===== config.mk =====
export PLATFORM = sky130hd
export DESIGN_NAME = dm_arbiter_flat
export DESIGN_NICKNAME = d
export VERILOG_FILES = /design/src/rtl/dm_arb_pkg.sv /design/src/rtl/dm_arbiter_if.sv /design/src/rtl/dm_arb_starve_cnt.sv /design/src/rtl/dm_arbiter.sv /design/src/flat_wrapper.sv
export SDC_FILE = /design/constraint.sdc
export NUM_CORES = 1
export LEC_CHECK = 0
export CAP_MARGIN = 20
export CORE_AREA = 2 2 141 143
export CTS_BUF_LIST = sky130_fd_sc_hd__clkbuf_4
export DETAILED_ROUTE_END_ITERATION = 10
export DIE_AREA = 0 0 143 145
export MAX_ROUTING_LAYER = met4
export SLEW_MARGIN = 5
export SYNTH_ARGS = -nofsm -noshare
export SYNTH_HDL_FRONTEND = slang
export SYNTH_SLANG_ARGS = --single-unit
export TNS_END_PERCENT = 20

===== constraint.sdc =====
create_clock -name clk -period 2 [get_ports clk]
set_input_delay 0.3 -clock clk [delete_from_list [all_inputs] [get_ports clk]]
set_output_delay 0.3 -clock clk [all_outputs]
set_load 0.01 [all_outputs]

===== src/rtl/dm_arb_pkg.sv =====
// rtl/dm_arb_pkg.sv - shared constants and owner type for the data-memory arbiter
package dm_arb_pkg;

    localparam int unsigned DM_WORDS_DEF     = 1024;
    localparam int unsigned STARVE_LIMIT_DEF = 4;
    localparam logic [31:0] DMA_PC_DEF       = 32'h0000_0000;
    localparam int unsigned CNT_W            = 4;

    typedef enum logic {
        OWN_CPU = 1'b0,
        OWN_DMA = 1'b1
    } owner_e;

endpackage


===== src/rtl/dm_arbiter_if.sv =====
// rtl/dm_arbiter_if.sv - single-port data memory bus between the arbiter and dm
interface dm_arbiter_if;

    logic [31:0] addr;
    logic [31:0] dm_in;
    logic        memwrite;
    logic        memread;
    logic [31:0] pc_new;
    logic [31:0] dm_out;

    modport master (
        output addr, dm_in, memwrite, memread, pc_new,
        input  dm_out
    );

    modport slave (
        input  addr, dm_in, memwrite, memread, pc_new,
        output dm_out
    );

endinterface


===== src/rtl/dm_arb_starve_cnt.sv =====
// rtl/dm_arb_starve_cnt.sv - saturating DMA starvation counter
module dm_arb_starve_cnt
    import dm_arb_pkg::*;
(
    input  logic             clk,
    input  logic             reset,
    input  logic             inc,
    input  logic             clr,
    input  logic [CNT_W-1:0] limit,
    output logic             at_limit
);

    logic [CNT_W-1:0] cnt;

    always_ff @(posedge clk) begin
        if (reset || clr) begin
            cnt <= '0;
        end else if (inc && (cnt != limit)) begin
            cnt <= cnt + 1'b1;
        end
    end

    assign at_limit = (cnt == limit);

endmodule


===== src/rtl/dm_arbiter.sv =====
// rtl/dm_arbiter.sv - CPU-priority arbiter sharing dm with a DMA requester
module dm_arbiter
    import dm_arb_pkg::*;
#(
    parameter int unsigned DM_WORDS     = DM_WORDS_DEF,
    parameter int unsigned STARVE_LIMIT = STARVE_LIMIT_DEF,
    parameter logic [31:0] DMA_PC       = DMA_PC_DEF
) (
    input  logic        clk,
    input  logic        reset,
    input  logic        cpu_re,
    input  logic        cpu_we,
    input  logic [31:0] cpu_addr,
    input  logic [31:0] cpu_wdata,
    input  logic [31:0] cpu_pc,
    output logic [31:0] cpu_rdata,
    output logic        cpu_stall,
    input  logic        dma_req,
    input  logic        dma_we,
    input  logic [31:0] dma_addr,
    input  logic [31:0] dma_wdata,
    output logic        dma_ack,
    output logic        dma_err,
    output logic [31:0] dma_rdata,
    output logic        dma_rvalid,
    dm_arbiter_if.master dm
);

    localparam logic [32:0]      DM_BYTES = 33'(DM_WORDS) * 33'd4;
    localparam logic [CNT_W-1:0] LIMIT    = CNT_W'(STARVE_LIMIT);

    logic   cpu_req;
    logic   dma_ok;
    logic   starve;
    logic   dma_sel;
    logic   cnt_inc;
    owner_e owner;

    assign cpu_req = cpu_re | cpu_we;
    assign dma_ok  = {1'b0, dma_addr} < DM_BYTES;
    assign dma_sel = dma_req & dma_ok & (!cpu_req | starve);
    // A pending in-range DMA that lost arbitration is the only thing that ages the counter.
    assign cnt_inc = dma_req & dma_ok & !dma_sel;

    dm_arb_starve_cnt u_cnt (
        .clk      (clk),
        .reset    (reset),
        .inc      (cnt_inc),
        .clr      (!cnt_inc),
        .limit    (LIMIT),
        .at_limit (starve)
    );

    always_comb begin
        owner       = (dma_sel && !reset) ? OWN_DMA : OWN_CPU;
        dm.addr     = cpu_addr;
        dm.dm_in    = cpu_wdata;
        dm.pc_new   = cpu_pc;
        dm.memwrite = cpu_we & !reset;
        dm.memread  = cpu_re & !reset;
        cpu_stall   = 1'b0;
        if (owner == OWN_DMA) begin
            dm.addr     = {dma_addr[31:2], 2'b00};
            dm.dm_in    = dma_wdata;
            dm.pc_new   = DMA_PC;
            dm.memwrite = dma_we;
            dm.memread  = !dma_we;
            cpu_stall   = cpu_req;
        end
    end

    // Out-of-range requests are acked with an error immediately and never touch dm.
    assign dma_ack   = !reset & dma_req & (dma_sel | !dma_ok);
    assign dma_err   = !reset & dma_req & !dma_ok;
    assign cpu_rdata = dm.dm_out;

    always_ff @(posedge clk) begin
        if (reset) begin
            dma_rvalid <= 1'b0;
            dma_rdata  <= '0;
        end else if (dma_ack && !dma_we) begin
            dma_rvalid <= 1'b1;
            dma_rdata  <= dma_ok ? dm.dm_out : 32'h0;
        end else begin
            dma_rvalid <= 1'b0;
        end
    end

endmodule


===== src/flat_wrapper.sv =====
// flat-port wrapper written by rule: the top's interface ports become plain ports
module dm_arbiter_flat import dm_arb_pkg::*;
#(
    parameter int unsigned DM_WORDS     = DM_WORDS_DEF,
    parameter int unsigned STARVE_LIMIT = STARVE_LIMIT_DEF,
    parameter logic [31:0] DMA_PC       = DMA_PC_DEF
)
  (clk, reset, cpu_re, cpu_we, cpu_addr, cpu_wdata, cpu_pc, cpu_rdata, cpu_stall, dma_req, dma_we, dma_addr, dma_wdata, dma_ack, dma_err, dma_rdata, dma_rvalid, dm_addr, dm_dm_in, dm_memwrite, dm_memread, dm_pc_new, dm_dm_out);
  dm_arbiter_if dm_i ();
  input  logic clk;
  input  logic reset;
  input  logic cpu_re;
  input  logic cpu_we;
  input  logic [31:0] cpu_addr;
  input  logic [31:0] cpu_wdata;
  input  logic [31:0] cpu_pc;
  output logic [31:0] cpu_rdata;
  output logic cpu_stall;
  input  logic dma_req;
  input  logic dma_we;
  input  logic [31:0] dma_addr;
  input  logic [31:0] dma_wdata;
  output logic dma_ack;
  output logic dma_err;
  output logic [31:0] dma_rdata;
  output logic dma_rvalid;
  output wire logic [$bits(dm_i.addr)-1:0] dm_addr;
  output wire logic [$bits(dm_i.dm_in)-1:0] dm_dm_in;
  output wire logic [$bits(dm_i.memwrite)-1:0] dm_memwrite;
  output wire logic [$bits(dm_i.memread)-1:0] dm_memread;
  output wire logic [$bits(dm_i.pc_new)-1:0] dm_pc_new;
  input wire logic [$bits(dm_i.dm_out)-1:0] dm_dm_out;
  assign dm_addr = dm_i.addr;
  assign dm_dm_in = dm_i.dm_in;
  assign dm_memwrite = dm_i.memwrite;
  assign dm_memread = dm_i.memread;
  assign dm_pc_new = dm_i.pc_new;
  assign dm_i.dm_out = dm_dm_out;
  dm_arbiter #(.DM_WORDS(DM_WORDS), .STARVE_LIMIT(STARVE_LIMIT), .DMA_PC(DMA_PC)) u_core (.clk(clk), .reset(reset), .cpu_re(cpu_re), .cpu_we(cpu_we), .cpu_addr(cpu_addr), .cpu_wdata(cpu_wdata), .cpu_pc(cpu_pc), .cpu_rdata(cpu_rdata), .cpu_stall(cpu_stall), .dma_req(dma_req), .dma_we(dma_we), .dma_addr(dma_addr), .dma_wdata(dma_wdata), .dma_ack(dma_ack), .dma_err(dma_err), .dma_rdata(dma_rdata), .dma_rvalid(dma_rvalid), .dm(dm_i));
endmodule

==> results.yml, run 1 <==
die:
  io_pins: 364
  fp-row-count: 51
  dieWidth_um: 143
  start_util: 0.154
  core_area_um2: 19200
  die_area_um2: 20700
  die_h_um: 145
detailed_routing:
  drt-vias-per-instance: 3.91
  drt-total-wl_um: 18400
  wl_per_cell_um: 18.8
  antenna_left: 0
  drtIter0Drc: 79
  drc: 0
  drtPass1Iterations: 4
  vias: 3830
clock_tree:
  cts_htree_levels: 2
  clk_pin_slew_worst_paths_ns: 0.12
  cts_tree: "yes"
  cts_buffers: 5
  clockRootBuffer: "clkbuf_4"
  clk-insertion-delay-late_ns: 0.35
  cts_sinks: 37
  clockBufferDepth: 2
  ctsHoldBuffers: 0
synthesis:
  synth_largest_area_cell: "dfxtp_1"
  synthTopCellsByCount: "nor2b_1, mux2_1, buf_4, dfxtp_1"
  ys_seq_area_frac: 0.250
  synth_area_leaders: "dfxtp_1, mux2_1, nor2b_1"
  syn_nets: 533
  synth_cell_types: 31
  syn_avg_cell_area_um2: 8.90
  synth_most_common_cell: "nor2b_1"
  synthCells: 333
  synthesis.area_um2: 2960
  synthArstFlopShare: 0
  synth-seq-cells: 37
  yosys.area.top_type_share: 0.250
  synth_edf_count: 0
  ys_warn_count: 0
  synth-main-ff-cell: "dfxtp_1"
setup_path:
  start_kind: "input pin"
  endpoint_kind: "primary output"
  crit_arrival_ns: 2.30
  critPathMaxFanout: 8
  reg2reg_depth: 10
  worst-setup-path-type: "input pin to primary output"
  cp.required_ns: 1.70
sta:
  maxSlewViolCount: 0
  setup_violations: 132
  worst_slew_pin_slew_ns: 0.290
  relSlewSlack: 0.805
  tns_ns: -45.51
  rsz0062_at_grt: "true"
  finalCritPeriodShare: 1.30
  worst_slack_ns: -0.595
  fmax_mhz: 385
  hold_violations: 0
  finClkSkew_ns: 0.0158
  whs_ns: 0.482
  period_minus_slack_ns: 2.60
global_route:
  grt_overflow: 0
  grt_max_degree: 38
  grt_usage: 0.169
  grt_pass1_wl_um: 25300
  antenna_found_initial: 6
  grt_pass1_vias: 3933
place:
  hpwl_um: 14900
  place_congestion: 0.795
  io_buffers: 361
  placed_cell_area_um2: 6940
  dp_slack_ns: -1.06
power_and_ir_drop:
  total_power_mw: 2.12
  power.density_nw_per_um2: 288
  ir_drop_mv: 0.282
  leakagePower_nw: 3.14
status:
  status: "finished with violations"
  violations: "negative setup slack"
layout:
  area_growth_pct: 148
  drive_gt1_frac: 0.337
  fin_area_um2: 7360
  nNetsFinal: 906
job:
  cap_violations: 0
worst_hold_path:
  hold_class: "flop to flop"
  hold_depth: 2
## worst paths after layout
kind / start / end / slack, ns
worst max-delay path: dma_addr[16] / dm_dm_in[10] / -0.60
worst min-delay path: u_core.dma_rdata[12]$_SDFFE_PP0P_ / u_core.dma_rdata[12]$_SDFFE_PP0P_ / 0.48
worst max register to register: u_core.u_cnt.cnt[0]$_SDFFE_PP0P_ / u_core.dma_rdata[21]$_SDFFE_PP0P_ / -0.16
worst min register to register: u_core.dma_rdata[12]$_SDFFE_PP0P_ / u_core.dma_rdata[12]$_SDFFE_PP0P_ / 0.48
## cell usage in the layout, fill, tap and decap left out, types with 4 or more instances in the layout
master	n
buf_4	32
buf_8	5
nor4_4	4
clkdlybuf4s15_2	6
mux2_1	6
nor2_1	8
nand2b_1	33
buf_2	49
mux2_4	36
mux2i_1	32
clkdlybuf4s50_1	245
diode_2	7
dlymetal6s2s_1	5
buf_6	56
dfxtp_1	35
clkbuf_4	7
nor2b_1	49
nand3_1	33
nor2b_2	5
buf_12	7
or4_4	4
dlygate4sd2_1	13
## layout make-up
| class | count | area (um2) |
|---|---|---|
| clock buffer | 7 | 52.6 |
| antenna | 7 | 17.5 |
| clock inverter | 1 | 7.51 |
| sequential | 37 | 743 |
| multi-input combinational | 236 | 2100 |
| fill | 1981 | 11800 |
| inverter | 5 | 18.8 |
| tap | 265 | 332 |
| timing repair buffer | 421 | 4090 |
## layer usage
metal  wire length [um]  track usage  vias to the layer above
li1                   -            -                     1859
met1               7200        0.177                     1769
met2               9270        0.298                      190
met3               1670       0.0634                       12
met4                295       0.0431                        0
met5                  0            -                        -
## critical path, stage by stage
cell             delay (ns)
clkdlybuf4s50_1        0.46
nor4_4                 0.19
nand2_2                0.12
nor4_4                 0.34
buf_12                 0.21
buf_12                 0.14
buf_4                  0.11
mux2_4                 0.30
buf_6                  0.12
## state kept, by name (all words and copies together), names as in the netlist
| register | flops |
|---|---|
| u_core.dma_rdata | 32 |
| u_core.u_cnt.cnt | 4 |
| u_core.dma_rvalid | 1 |
## kinds of logic after synthesis
| family | after synthesis | share of synthesized area |
|---|---|---|
| and+or+nand+nor | 152 | 0.318 |
| muxes | 74 | 0.268 |
| buffers and inverters | 60 | 0.129 |
| DFF | 37 | 0.250 |
| AOI/OAI and AO/OA | 6 | 0.0211 |
| xor gates and xnor gates | 2 | 0.00591 |
| adders and majority gates | 2 | 0.00844 |
## repair_timing
item	in CTS	in global routing
pin swaps	12	11
setup buffers	13	7
cloned	4	0
endpoints found under the setup margin	138	138
gates resized for setup	483	53
## power by group
part           switching [mW]  internal [mW]
sequential           0.000186          0.737
clock                   0.264          0.166
combinational           0.325          0.631
total                   0.589           1.53
## per-stage QoR
stage	util	instances
2_1_floorplan	-	333
3_3_place_gp	0.362	944
3_5_place_dp	0.362	944
4_1_cts	0.375	968
5_1_grt	0.383	978
6_report	0.383	979
Power figures use the tool's default switching activity.
==> inputs of run 2 (changes only) <==
--- a/config.mk
+++ b/config.mk
@@ -6,10 +6,10 @@
 export NUM_CORES = 1
 export LEC_CHECK = 0
 export CAP_MARGIN = 20
-export CORE_AREA = 2 2 141 143
+export CORE_AREA = 2 2 139 141
 export CTS_BUF_LIST = sky130_fd_sc_hd__clkbuf_4
 export DETAILED_ROUTE_END_ITERATION = 10
-export DIE_AREA = 0 0 143 145
+export DIE_AREA = 0 0 141 143
 export MAX_ROUTING_LAYER = met4
 export SLEW_MARGIN = 5
 export SYNTH_ARGS = -nofsm -noshare
==> constraint.sdc (replaced) <==
create_clock -name clk -period 3 [get_ports clk]
set_input_delay 0.45 -clock clk [delete_from_list [all_inputs] [get_ports clk]]
set_output_delay 0.45 -clock clk [all_outputs]
set_load 0.01 [all_outputs]
==> results.yml, run 2 (synthesis gave the netlist of run 1 again) <==
power_and_ir_drop:
  switching_power_mw: 0.372
  clkPwrFrac: 0.195
  combPwrFrac: 0.437
  swShare: 0.278
  internal-power_mw: 0.965
  ir_drop_mv: 0.219
  total_power_mw: 1.34
  power.density_nw_per_um2: 195
  seqPwrFrac: 0.368
  leakagePower_nw: 2.85
die:
  core_area_um2: 18600
  fp-row-count: 50
  io_pins: 364
  dieWidth_um: 141
  die_area_um2: 20200
  start_util: 0.160
  die_h_um: 143
global_route:
  grt_pass1_vias: 3764
  grt_usage: 0.169
  grt_overflow: 0
  antenna_found_initial: 10
  grt_pass1_wl_um: 24300
  grt_max_degree: 38
layout:
  largest_reg_flops: 32
  regMostFlops: "u_core.dma_rdata"
  seqCellArea_um2: 742
  multi_input_area_um2: 1910
  layout_commonest_cell: "clkdlybuf4s50_1"
  layout_common_cells: "clkdlybuf4s50_1, nor2b_1, dlygate4sd2_1, dfxtp_1, mux2_1"
  top_regs: "u_core.dma_rdata x32, u_core.u_cnt.cnt x4, u_core.dma_rvalid x1"
  fillers: 1931
  area_growth_pct: 131
  nNetsFinal: 875
  drive_gt1_frac: 0.141
sta:
  setup_violations: 0
  rsz0062_at_grt: "true"
  finClkSkew_ns: 0.0145
  fmax_mhz: 344
  period_minus_slack_ns: 2.90
  worst_slack_ns: 0.0951
  relSlewSlack: 0.734
  hold_violations: 0
  maxSlewViolCount: 0
  finalCritPeriodShare: 0.968
  worst_slew_pin_slew_ns: 0.399
detailed_routing:
  wl_per_cell_um: 19.1
  drtIter0Drc: 80
  m1WireLength_um: 6590
  topRoutingLayerUsed: "met4"
  drtPass1Iterations: 4
  drt-vias-per-instance: 4.03
  drc: 0
  wl_met3_um: 1730
  drt-total-wl_um: 17500
  wl_met2_um: 8960
  vias: 3705
  antenna_left: 0
setup_path:
  critPathMaxFanout: 6
  worst-setup-path-type: "input pin to primary output"
  cpMaxStageDelayCell: "clkdlybuf4s50_1"
  critPathMaxStageDelay_ns: 0.47
  start_kind: "input pin"
  reg2reg_depth: 7
  endpoint_kind: "primary output"
  cp.required_ns: 2.55
  crit_arrival_ns: 2.45
  cp_cell_sequence: "clkdlybuf4s50_1 -> nor2_4 -> o21ai_2 -> nor4_4 -> buf_12 -> buf_8 -> bufbuf_16 -> mux2_4 -> buf_2"
worst_hold_path:
  hold_class: "flop to flop"
  hold_depth: 1
clock_tree:
  clk_pin_slew_worst_paths_ns: 0.11
  clk-insertion-delay-late_ns: 0.35
  cts_sinks: 37
  clockRootBuffer: "clkbuf_4"
  clockBufferDepth: 2
  cts_htree_levels: 2
  cts_tree: "yes"
  cts_buffers: 5
place:
  place_congestion: 0.804
  hpwl_um: 14600
  dp_slack_ns: -0.393
  io_buffers: 361
job:
  cap_violations: 0
status:
  status: "finished, final reports clean"
## run 2: changes by cell type in the layout (fill, tap and decap cells not counted), moves of 5 or more
cell	change
nor2b_2	-5
buf_2	-27
nor2b_1	+5
mux2_4	-30
dlymetal6s2s_1	+5
buf_6	-51
buf_4	-13
dlygate4sd2_1	+33
mux2_1	+29
clkdlybuf4s50_1	+26
clkdlybuf4s15_2	-6
clkbuf_2	+6
## run 2: what timing repair did
item	4_1_cts	5_1_grt
endpoints found under the setup margin	97	62
buffers inserted	7	1
hold buffers	0	0
resized for setup	173	28
cloned	2	0
pin swaps	6	4
## run 2: path summary, 6_finish.rpt
check                                                 startpoint                           endpoint  slack, ns
worst max register to register  u_core.u_cnt.cnt[0]$_SDFFE_PP0P_  u_core.dma_rdata[18]$_SDFFE_PP0P_       0.99
worst max-delay path                                      cpu_we                       dm_dm_in[11]        0.1
worst min register to register  u_core.u_cnt.cnt[0]$_SDFFE_PP0P_   u_core.u_cnt.cnt[0]$_SDFFE_PP0P_       0.44
worst min-delay path            u_core.u_cnt.cnt[0]$_SDFFE_PP0P_   u_core.u_cnt.cnt[0]$_SDFFE_PP0P_       0.44
## run 2: power groups by stage
stage / logic, mW / clock network [mW] / registers [mW]
detailed placement: 0.624 / 0 / 0.503
CTS: 0.592 / 0.287 / 0.492
global placement: 0.626 / 0 / 0.503
finish: 0.584 / 0.261 / 0.492
floorplan: 0.170 / 0 / 0.503
global route: 0.617 / 0.302 / 0.492
## run 2: per-stage QoR
step           hold WS [ns]   util  cell area, um2  std cells  setup TNS [ns]
3_5_place_dp          0.453  0.363            6740        892          -25.16
4_1_cts               0.439  0.365            6780        908               0
2_1_floorplan         0.430      -            2960        333               0
3_3_place_gp          0.445  0.363            6740        892          -25.48
5_1_grt               0.468  0.368            6840        919        -0.00944
6_report              0.438  0.368            6840        919               0
## run 2: layout make-up
cell class	instances	share of cell area
Inverter	5	0.00274
Multi-Input combinational cell	236	0.279
Sequential cell	37	0.108
Tap cell	234	0.0428
Clock inverter	2	0.00165
Antenna cell	10	0.00366
Timing Repair Buffer	390	0.556
Clock buffer	5	0.00548
## run 2: per-layer routing
layer,GRT usage,up-vias
li1,-,1801
met3,0.0708,11
met5,-,-
met1,0.174,1700
met4,0.0500,0
met2,0.296,193
## run 2: critical path, delay by kind of cell
kind                   cells  cell delay (ns)
buffers and inverters      5             1.13
AND/OR/NAND/NOR            2             0.48
multiplexers               1             0.30
AO/OA/AOI/OAI              1             0.09
==> inputs of run 3 (changes only) <==
--- a/config.mk
+++ b/config.mk
@@ -10,6 +10,7 @@
 export CTS_BUF_LIST = sky130_fd_sc_hd__clkbuf_4
 export DETAILED_ROUTE_END_ITERATION = 10
 export DIE_AREA = 0 0 141 143
+export GPL_TIMING_DRIVEN = 1
 export MAX_ROUTING_LAYER = met4
 export SLEW_MARGIN = 5
 export SYNTH_ARGS = -nofsm -noshare
==> results of run 3 <==
No change in the layout: final DEF, timing and power equal those of run 2.
